### src/rtl/clock_set_ctrl_pkg.sv
// Shared definitions for the digital clock.
//   mode_t          : controller state, also driven out on the mode port
//   SEC_W/MIN_W/HR_W: counter widths of the seconds/minutes/hours chain
//   DEF_*           : default timing constants for a 50 MHz system clock
package clock_set_ctrl_pkg;

  typedef enum logic [1:0] {
    RUN     = 2'd0,
    SET_HR  = 2'd1,
    SET_MIN = 2'd2
  } mode_t;

  localparam int unsigned SEC_W = 6;
  localparam int unsigned MIN_W = 6;
  localparam int unsigned HR_W  = 5;

  localparam int unsigned DEF_REPEAT_DELAY  = 50_000_000;
  localparam int unsigned DEF_REPEAT_PERIOD = 12_500_000;
  localparam int unsigned DEF_BLINK_HALF    = 25_000_000;
  localparam int unsigned DEF_IDLE_TIMEOUT  = 10;

endpackage

### src/rtl/clock_set_ctrl_btn_repeat.sv
// Press detector with auto-repeat for a debounced level button.
//   clk, rst : system clock, synchronous active-high reset
//   btn_i    : debounced button level, high = pressed
//   clr_i    : abandon the current hold (mode change); repeats stop until
//              the next press
//   pulse_o  : combinational one-cycle pulse on the press cycle, after
//              REPEAT_DELAY held cycles, then every REPEAT_PERIOD cycles.
//              The caller registers it.
module btn_repeat #(
  parameter int unsigned REPEAT_DELAY  = 8,
  parameter int unsigned REPEAT_PERIOD = 4
) (
  input  logic clk,
  input  logic rst,
  input  logic btn_i,
  input  logic clr_i,
  output logic pulse_o
);

  // hold_q == k means the button has been held k cycles since its press;
  // 0 means no hold is being tracked.
  localparam int unsigned HOLD_W = $clog2(REPEAT_DELAY + 1);
  localparam logic [HOLD_W-1:0] HOLD_FIRE   = HOLD_W'(REPEAT_DELAY);
  // After a repeat, reload so the next fire is REPEAT_PERIOD cycles later.
  localparam logic [HOLD_W-1:0] HOLD_RELOAD = HOLD_W'(REPEAT_DELAY - REPEAT_PERIOD + 1);

  logic              btn_q;
  logic [HOLD_W-1:0] hold_q, hold_d;
  logic              press_w, rep_w;

  assign press_w = btn_i & ~btn_q;
  assign rep_w   = btn_i & (hold_q == HOLD_FIRE);
  assign pulse_o = press_w | rep_w;

  // NOTE: next-state logic assigns hold_d on every path, starting from a
  // default, so no latch is inferred.
  always_comb begin
    hold_d = hold_q;
    if (clr_i || !btn_i) begin
      hold_d = '0;
    end else if (press_w) begin
      hold_d = HOLD_W'(1);
    end else if (rep_w) begin
      hold_d = HOLD_RELOAD;
    end else if (hold_q != '0) begin
      hold_d = hold_q + 1'b1;
    end
  end

  // NOTE: sequential state uses non-blocking assignments so every register
  // samples the pre-edge value of its neighbours.
  always_ff @(posedge clk) begin
    if (rst) begin
      btn_q  <= 1'b0;
      hold_q <= '0;
    end else begin
      btn_q  <= btn_i;
      hold_q <= hold_d;
    end
  end

endmodule

### src/rtl/clock_set_ctrl.sv
// Mode and time-set controller for the digital clock.
//   clk, rst              : system clock, synchronous active-high reset
//   tick_1s/1m/1h         : prescaler pulse and seconds/minutes carries
//   btn_mode, btn_inc     : debounced button levels
//   sec_en/min_en/hr_en   : registered one-cycle advance strobes
//   sec_clr               : registered one-cycle seconds clear
//   mode                  : 0 RUN, 1 SET_HR, 2 SET_MIN
//   blank_hr/blank_min    : blink control for the field being edited
// RUN forwards the carry chain; SET states freeze it and turn btn_inc
// presses/repeats into strobes for the edited field.
module clock_set_ctrl
  import clock_set_ctrl_pkg::*;
#(
  parameter int unsigned REPEAT_DELAY  = DEF_REPEAT_DELAY,
  parameter int unsigned REPEAT_PERIOD = DEF_REPEAT_PERIOD,
  parameter int unsigned BLINK_HALF    = DEF_BLINK_HALF,
  parameter int unsigned IDLE_TIMEOUT  = DEF_IDLE_TIMEOUT
) (
  input  logic       clk,
  input  logic       rst,
  input  logic       tick_1s,
  input  logic       tick_1m,
  input  logic       tick_1h,
  input  logic       btn_mode,
  input  logic       btn_inc,
  output logic       sec_en,
  output logic       min_en,
  output logic       hr_en,
  output logic       sec_clr,
  output logic [1:0] mode,
  output logic       blank_hr,
  output logic       blank_min
);

  localparam int unsigned IDLE_W  = $clog2(IDLE_TIMEOUT + 1);
  localparam int unsigned BLINK_W = $clog2(BLINK_HALF + 1);
  localparam logic [IDLE_W-1:0]  IDLE_LAST  = IDLE_W'(IDLE_TIMEOUT - 1);
  localparam logic [BLINK_W-1:0] BLINK_LAST = BLINK_W'(BLINK_HALF - 1);

  mode_t              mode_q;
  logic               btn_mode_q;
  logic [IDLE_W-1:0]  idle_q;
  logic [BLINK_W-1:0] blink_q;
  logic               sec_en_q, min_en_q, hr_en_q, sec_clr_q;
  logic               blank_hr_q, blank_min_q;

  logic mode_edge, inc_pulse, in_set, timeout, mode_change;

  assign mode_edge = btn_mode & ~btn_mode_q;
  assign in_set    = (mode_q != RUN);
  // A button edge in the same cycle as the final tick keeps us in SET.
  assign timeout   = in_set & tick_1s & (idle_q == IDLE_LAST) & ~mode_edge & ~inc_pulse;
  assign mode_change = mode_edge | timeout;

  btn_repeat #(
    .REPEAT_DELAY (REPEAT_DELAY),
    .REPEAT_PERIOD(REPEAT_PERIOD)
  ) u_inc_repeat (
    .clk    (clk),
    .rst    (rst),
    .btn_i  (btn_inc),
    .clr_i  (mode_change),
    .pulse_o(inc_pulse)
  );

  always_ff @(posedge clk) begin
    if (rst) begin
      mode_q      <= RUN;
      btn_mode_q  <= 1'b0;
      idle_q      <= '0;
      blink_q     <= '0;
      sec_en_q    <= 1'b0;
      min_en_q    <= 1'b0;
      hr_en_q     <= 1'b0;
      sec_clr_q   <= 1'b0;
      blank_hr_q  <= 1'b0;
      blank_min_q <= 1'b0;
    end else begin
      btn_mode_q <= btn_mode;
      sec_en_q   <= 1'b0;
      min_en_q   <= 1'b0;
      hr_en_q    <= 1'b0;
      sec_clr_q  <= 1'b0;

      case (mode_q)
        RUN: begin
          sec_en_q    <= tick_1s;
          min_en_q    <= tick_1m;
          hr_en_q     <= tick_1h;
          blank_hr_q  <= 1'b0;
          blank_min_q <= 1'b0;
          if (mode_edge) begin
            mode_q    <= SET_HR;
            sec_clr_q <= 1'b1;
            idle_q    <= '0;
            blink_q   <= '0;
          end
        end

        default: begin
          // Carries are dropped here: the clock is frozen, and a minutes
          // wrap while setting must not bump the hours.
          if (mode_edge) begin
            mode_q      <= (mode_q == SET_HR) ? SET_MIN : RUN;
            idle_q      <= '0;
            blink_q     <= '0;
            blank_hr_q  <= 1'b0;
            blank_min_q <= 1'b0;
          end else if (inc_pulse) begin
            hr_en_q     <= (mode_q == SET_HR);
            min_en_q    <= (mode_q == SET_MIN);
            idle_q      <= '0;
            blink_q     <= '0;
            blank_hr_q  <= 1'b0;
            blank_min_q <= 1'b0;
          end else if (timeout) begin
            mode_q      <= RUN;
            blank_hr_q  <= 1'b0;
            blank_min_q <= 1'b0;
          end else begin
            if (tick_1s) begin
              idle_q <= idle_q + 1'b1;
            end
            if (blink_q == BLINK_LAST) begin
              blink_q <= '0;
              if (mode_q == SET_HR) begin
                blank_hr_q <= ~blank_hr_q;
              end else begin
                blank_min_q <= ~blank_min_q;
              end
            end else begin
              blink_q <= blink_q + 1'b1;
            end
          end
        end
      endcase
    end
  end

  assign sec_en    = sec_en_q;
  assign min_en    = min_en_q;
  assign hr_en     = hr_en_q;
  assign sec_clr   = sec_clr_q;
  assign mode      = mode_q;
  assign blank_hr  = blank_hr_q;
  assign blank_min = blank_min_q;

endmodule

### config.mk
export PLATFORM = sky130hd
export DESIGN_NAME = clock_set_ctrl
export DESIGN_NICKNAME = d
export VERILOG_FILES = /design/src/rtl/clock_set_ctrl_pkg.sv /design/src/rtl/clock_set_ctrl_btn_repeat.sv /design/src/rtl/clock_set_ctrl.sv
export SDC_FILE = /design/constraint.sdc
export NUM_CORES = 1
export LEC_CHECK = 0
export CAP_MARGIN = 5
export CORE_UTILIZATION = 27
export CTS_BUF_LIST = sky130_fd_sc_hd__clkbuf_4
export DETAILED_ROUTE_END_ITERATION = 16
export PLACE_DENSITY_LB_ADDON = 0.08
export RECOVER_POWER = 100
export SYNTH_ARGS = -nofsm -noshare
export SYNTH_HDL_FRONTEND = slang
export SYNTH_HIERARCHICAL = 1
export SYNTH_SLANG_ARGS = --single-unit
### constraint.sdc
create_clock -name clk -period 2.8 [get_ports clk]
set_input_delay 0.42 -clock clk [delete_from_list [all_inputs] [get_ports clk]]
set_output_delay 0.42 -clock clk [all_outputs]
set_load 0.01 [all_outputs]
==> summary.md <==
| Metric | Value |
|---|---|
| Clock power share | 0.454 |
| Via count normalized by instance count | 5.04 |
| Remaining DRCs | 0 |
| Type of the worst setup path | reg2reg |
| Antenna violation net count after detailed routing | 0 |
| Power density over the cells | 469 nW/µm² |
| Die Span X | about 110 µm |
| Number of cells on the worst hold path | 1 |
| Worst-case clock buffer depth | 2 |
| Area grow syn2layout | 25.6% |
| Critical hold path startpoint | blink_q[24] |
| Number of inserted filler cells in the final layout | ~1.3k |
| Required time at the worst-slack endpoint | approximately 3.2 ns |
| Antenna Diode Count | 0 |
| Post-Synthesis Net Count | 413 |
| Initial DRC Count | about 190 |
| Largest net degree at the start of global routing | 20 |
| Die Y | 115 µm |
| Primary flip-flop cell chosen by synthesis mapping | dfxtp_1 |
| Number of max-capacitance violations reported | 0 |
| Share of layout cells above drive strength 1 | 0.195 |
| Detailed-routing iteration count for the pre-antenna-repair pass | 6 |
| Cell type contributing the most total cell area after synthesis | dfxtp_1 |
| Register-to-Register Path Depth | 13 |
| Max Fanout on Critical Path | 15 |
| Setup violation total in the final timing report | 0 |
| GRT Total Usage | 0.151 |
| Storage element area | approximately 1300 µm² |
| Register bit count reported by yosys | 65 |
| Final Instance Area | about 4300 µm² |
| Clk pin slew, worst setup/hold paths | approximately 0.12 ns |
| Setup TNS after final layout | 0 ns |
| Switch Pwr | between 0.4 and 0.5 mW |
| Cell Rows | 40 |
| Synthesized area per cell | about 8.5 µm² |
| TritonCTS clock tree | built |
| Number of hold-slack violations in the final timing report | 0 |
| Kind of launch point of the worst setup path | flip-flop |
| Layout Cells excl Fill | approximately 630 |
| Port bufs | 14 |
| Combinational cell fraction of total power | 0.078 |
| Dpl hpwl | 6320 µm |
| Synth async-reset ratio | 0 |
| Worst Tran Pin Value | a little under 0.5 ns |
| Outcome | completed |
| Gate count after technology mapping | approximately 400 |
| Post-Place Cell Area | around 4000 µm² |
| Count of pins over their slew limit | 0 |
| Class of the tightest hold or removal check | reg2reg |
| Number of cells after detailed placement | just over 600 |
| Via count of the first global-routing pass | 3,092 |
| Internal power | around 1.5 mW |
| Sequential element share of the synthesized area | 0.380 |
| Worst hold endpoint | blink_q[24] |
| Final clock period utilization by the worst path | 0.946 |
| Terminus of the critical flop-to-flop path | u_inc_repeat/hold_q[16] |
| Post-layout minimum cycle time | around 2.6 ns |
| Setup slack of the worst register-to-register path | around 0.15 ns |
| Skew-Pair Late Insertion Delay | roughly 0.45 ns |
| I/O pin cnt | 15 |
| CTS Sinks | 65 |
| Post-synth cell types | 59 |
| EDFF count, synth | 0 |
| Slew HR | 0.673 |
| Clock skew | 0.0147 ns |
| Category of the worst setup path capture point | flip-flop |
| Placer Congestion | 0.791 |
| Number of antenna violations at the first check in global routing | 0 |
| Switching part of the total power | 0.234 |
| Root Buffer | clkbuf_4 |
| Die area | between 10,000 and 15,000 µm² |
| Warning count from the yosys run | 6 |
| Mapped cell area | around 3400 µm² |
| CTS HTree Levels | 3 |
| Remaining global-route overflow | 0 |
| Flop pwr share | 0.468 |
| Top cells by area in the synthesized netlist | dfxtp_1 (38%), a21oi_1 (5.7%), nand3_1 (3.8%), a31oi_1 (3.7%), nand4_1 (3.5%) |
| Wire length of the first global-routing pass | 15,300 µm |
| Data arrival time of the worst path | about 3.0 ns |
| Wire length after detailed routing | between 8000 and 9000 µm |
| Core Box Area | roughly 12,000 µm² |
| Top-area cell type share of the netlist area | 0.380 |
| R2R Path Start | u_inc_repeat/hold_q[0] |
| CTS Hold Bufs | 0 |
| Detail-routed net length per standard cell | approximately 14 µm |
| Max IR drop VDD | 0.000162 V |
| Net count reported at finish | ~470 |
| Static Leakage | 1.52 nW |
| Achievable clock frequency | approximately 380 MHz |
| Routed via count | 3,169 |
| Number of buffers added by the clock tree synthesis step | 9 |
| Starting utilization of the core area | 0.281 |
| Area used by multi-input combinational logic | approximately 2000 µm² |
worst max path at each step:
stage	startpoint	endpoint	slack, ns	cells past startpoint
2_1_floorplan	u_inc_repeat/hold_q[17]	u_inc_repeat/hold_q[22]	0.06	11
3_3_place_gp	btn_inc	blink_q[23]	-0.21	13
3_5_place_dp	btn_inc	u_inc_repeat/hold_q[14]	-0.33	12
4_1_cts	u_inc_repeat/hold_q[0]	u_inc_repeat/hold_q[16]	0.02	13
5_1_grt	u_inc_repeat/hold_q[0]	u_inc_repeat/hold_q[16]	-0.004	13
6_report	u_inc_repeat/hold_q[0]	u_inc_repeat/hold_q[16]	0.15	13
power groups by stage:
stage                     clock [mW]  sequential [mW]  combinational, mW
after floorplan                    0            0.963             0.0796
after global placement             0            0.966              0.155
after CTS                      0.944            0.945              0.157
after detailed placement           0            0.966              0.154
after global routing           0.993            0.947              0.173
final                          0.916            0.944              0.157
cell usage after synthesis, drive strengths merged (2+ instances only):
library cell,n
inv,11
o211ai,5
mux2i,6
buf,13
o31ai,6
xor2,12
nand2b,4
a21oi,39
nor2b,5
nor4,6
clkbuf,7
nand4,21
a41oi,2
nand4b,3
o21ai,17
and3,8
a31oi,20
nor3,10
ha,5
nand2,28
nand3,28
dfxtp,65
or3,9
or4,7
or4b,3
and2,5
nor2,26
and4,9
registers in the layout, summed over array words and instances, names as in the netlist, 2 cells and up:
register             flops
u_inc_repeat/hold_q     26
mode                     2
blink_q                 25
idle_q                   4
through the flow:
stage,power (mW),setup WS (ns),hold slack (ns),utilization
final,2.02,0.152,0.488,0.354
after global routing,2.11,-0.00428,0.522,0.354
after CTS,2.05,0.0237,0.490,0.350
after detailed placement,1.12,-0.328,0.468,0.332
after global placement,1.12,-0.214,0.458,0.332
after floorplan,1.04,0.0646,0.439,-
worst max-delay path: stages (launching register included):
cell and delay [ns]:
dfxtp_1 0.33, inv_1 0.08, ha_1 0.16, nor4b_4 0.24, and4_4 0.28, a21boi_2 0.06, inv_1 0.08, o21ba_2 0.17
a21oi_2 0.14, inv_1 0.07, or4b_4 0.51, a21o_1 0.20, buf_12 0.15, a21oi_1 0.12
final cells by class:
cell class | count | share of cell area
clock inverters | 7 | 0.0308
repair buffers | 64 | 0.129
well taps | 168 | 0.0489
clock buffers | 9 | 0.0157
flip-flops and latches | 65 | 0.303
multi-input cells | 305 | 0.464
inverters | 11 | 0.00960
metal layers:
metal  up-vias  wire [µm]  track usage
li1       1618          -            -
met1      1493       4580        0.201
met2        47       3960        0.232
met3        11        287       0.0365
met4         0        161       0.0649
met5         -          0            0
cell families (layout without fill, tap and decap cells):
kind of cell / count (synthesis) / in the layout / share of synthesized area
xor gates and xnor gates: 13 / 13 / 0.0333
DFF: 65 / 65 / 0.380
and+or+nand+nor: 180 / 180 / 0.318
buffers and inverters: 31 / 91 / 0.0541
muxes: 7 / 7 / 0.0208
adders and majority gates: 5 / 5 / 0.0183
AOI/OAI and AO/OA: 100 / 100 / 0.176
cell usage in the layout (no fill, tap or decap), drive strengths merged, types with 8 or more instances in the layout:
master	netlist	layout
a31oi	20	20
o21ai	17	17
xor2	12	12
inv	11	11
or3	9	9
clkbuf	7	10
nor3	10	10
and3	8	8
and4	9	9
nand3	28	28
buf	13	49
a21oi	39	39
nor2	26	26
nand2	28	28
dfxtp	65	65
nand4	21	21
repair_timing:
item | 4_1_cts | 5_1_grt
setup buffers | 0 | 2
resized for setup | 4 | 7
pin swaps | 0 | 2
endpoints found under the setup margin | 32 | 35
Note: power is estimated with default switching activity, not from simulation.
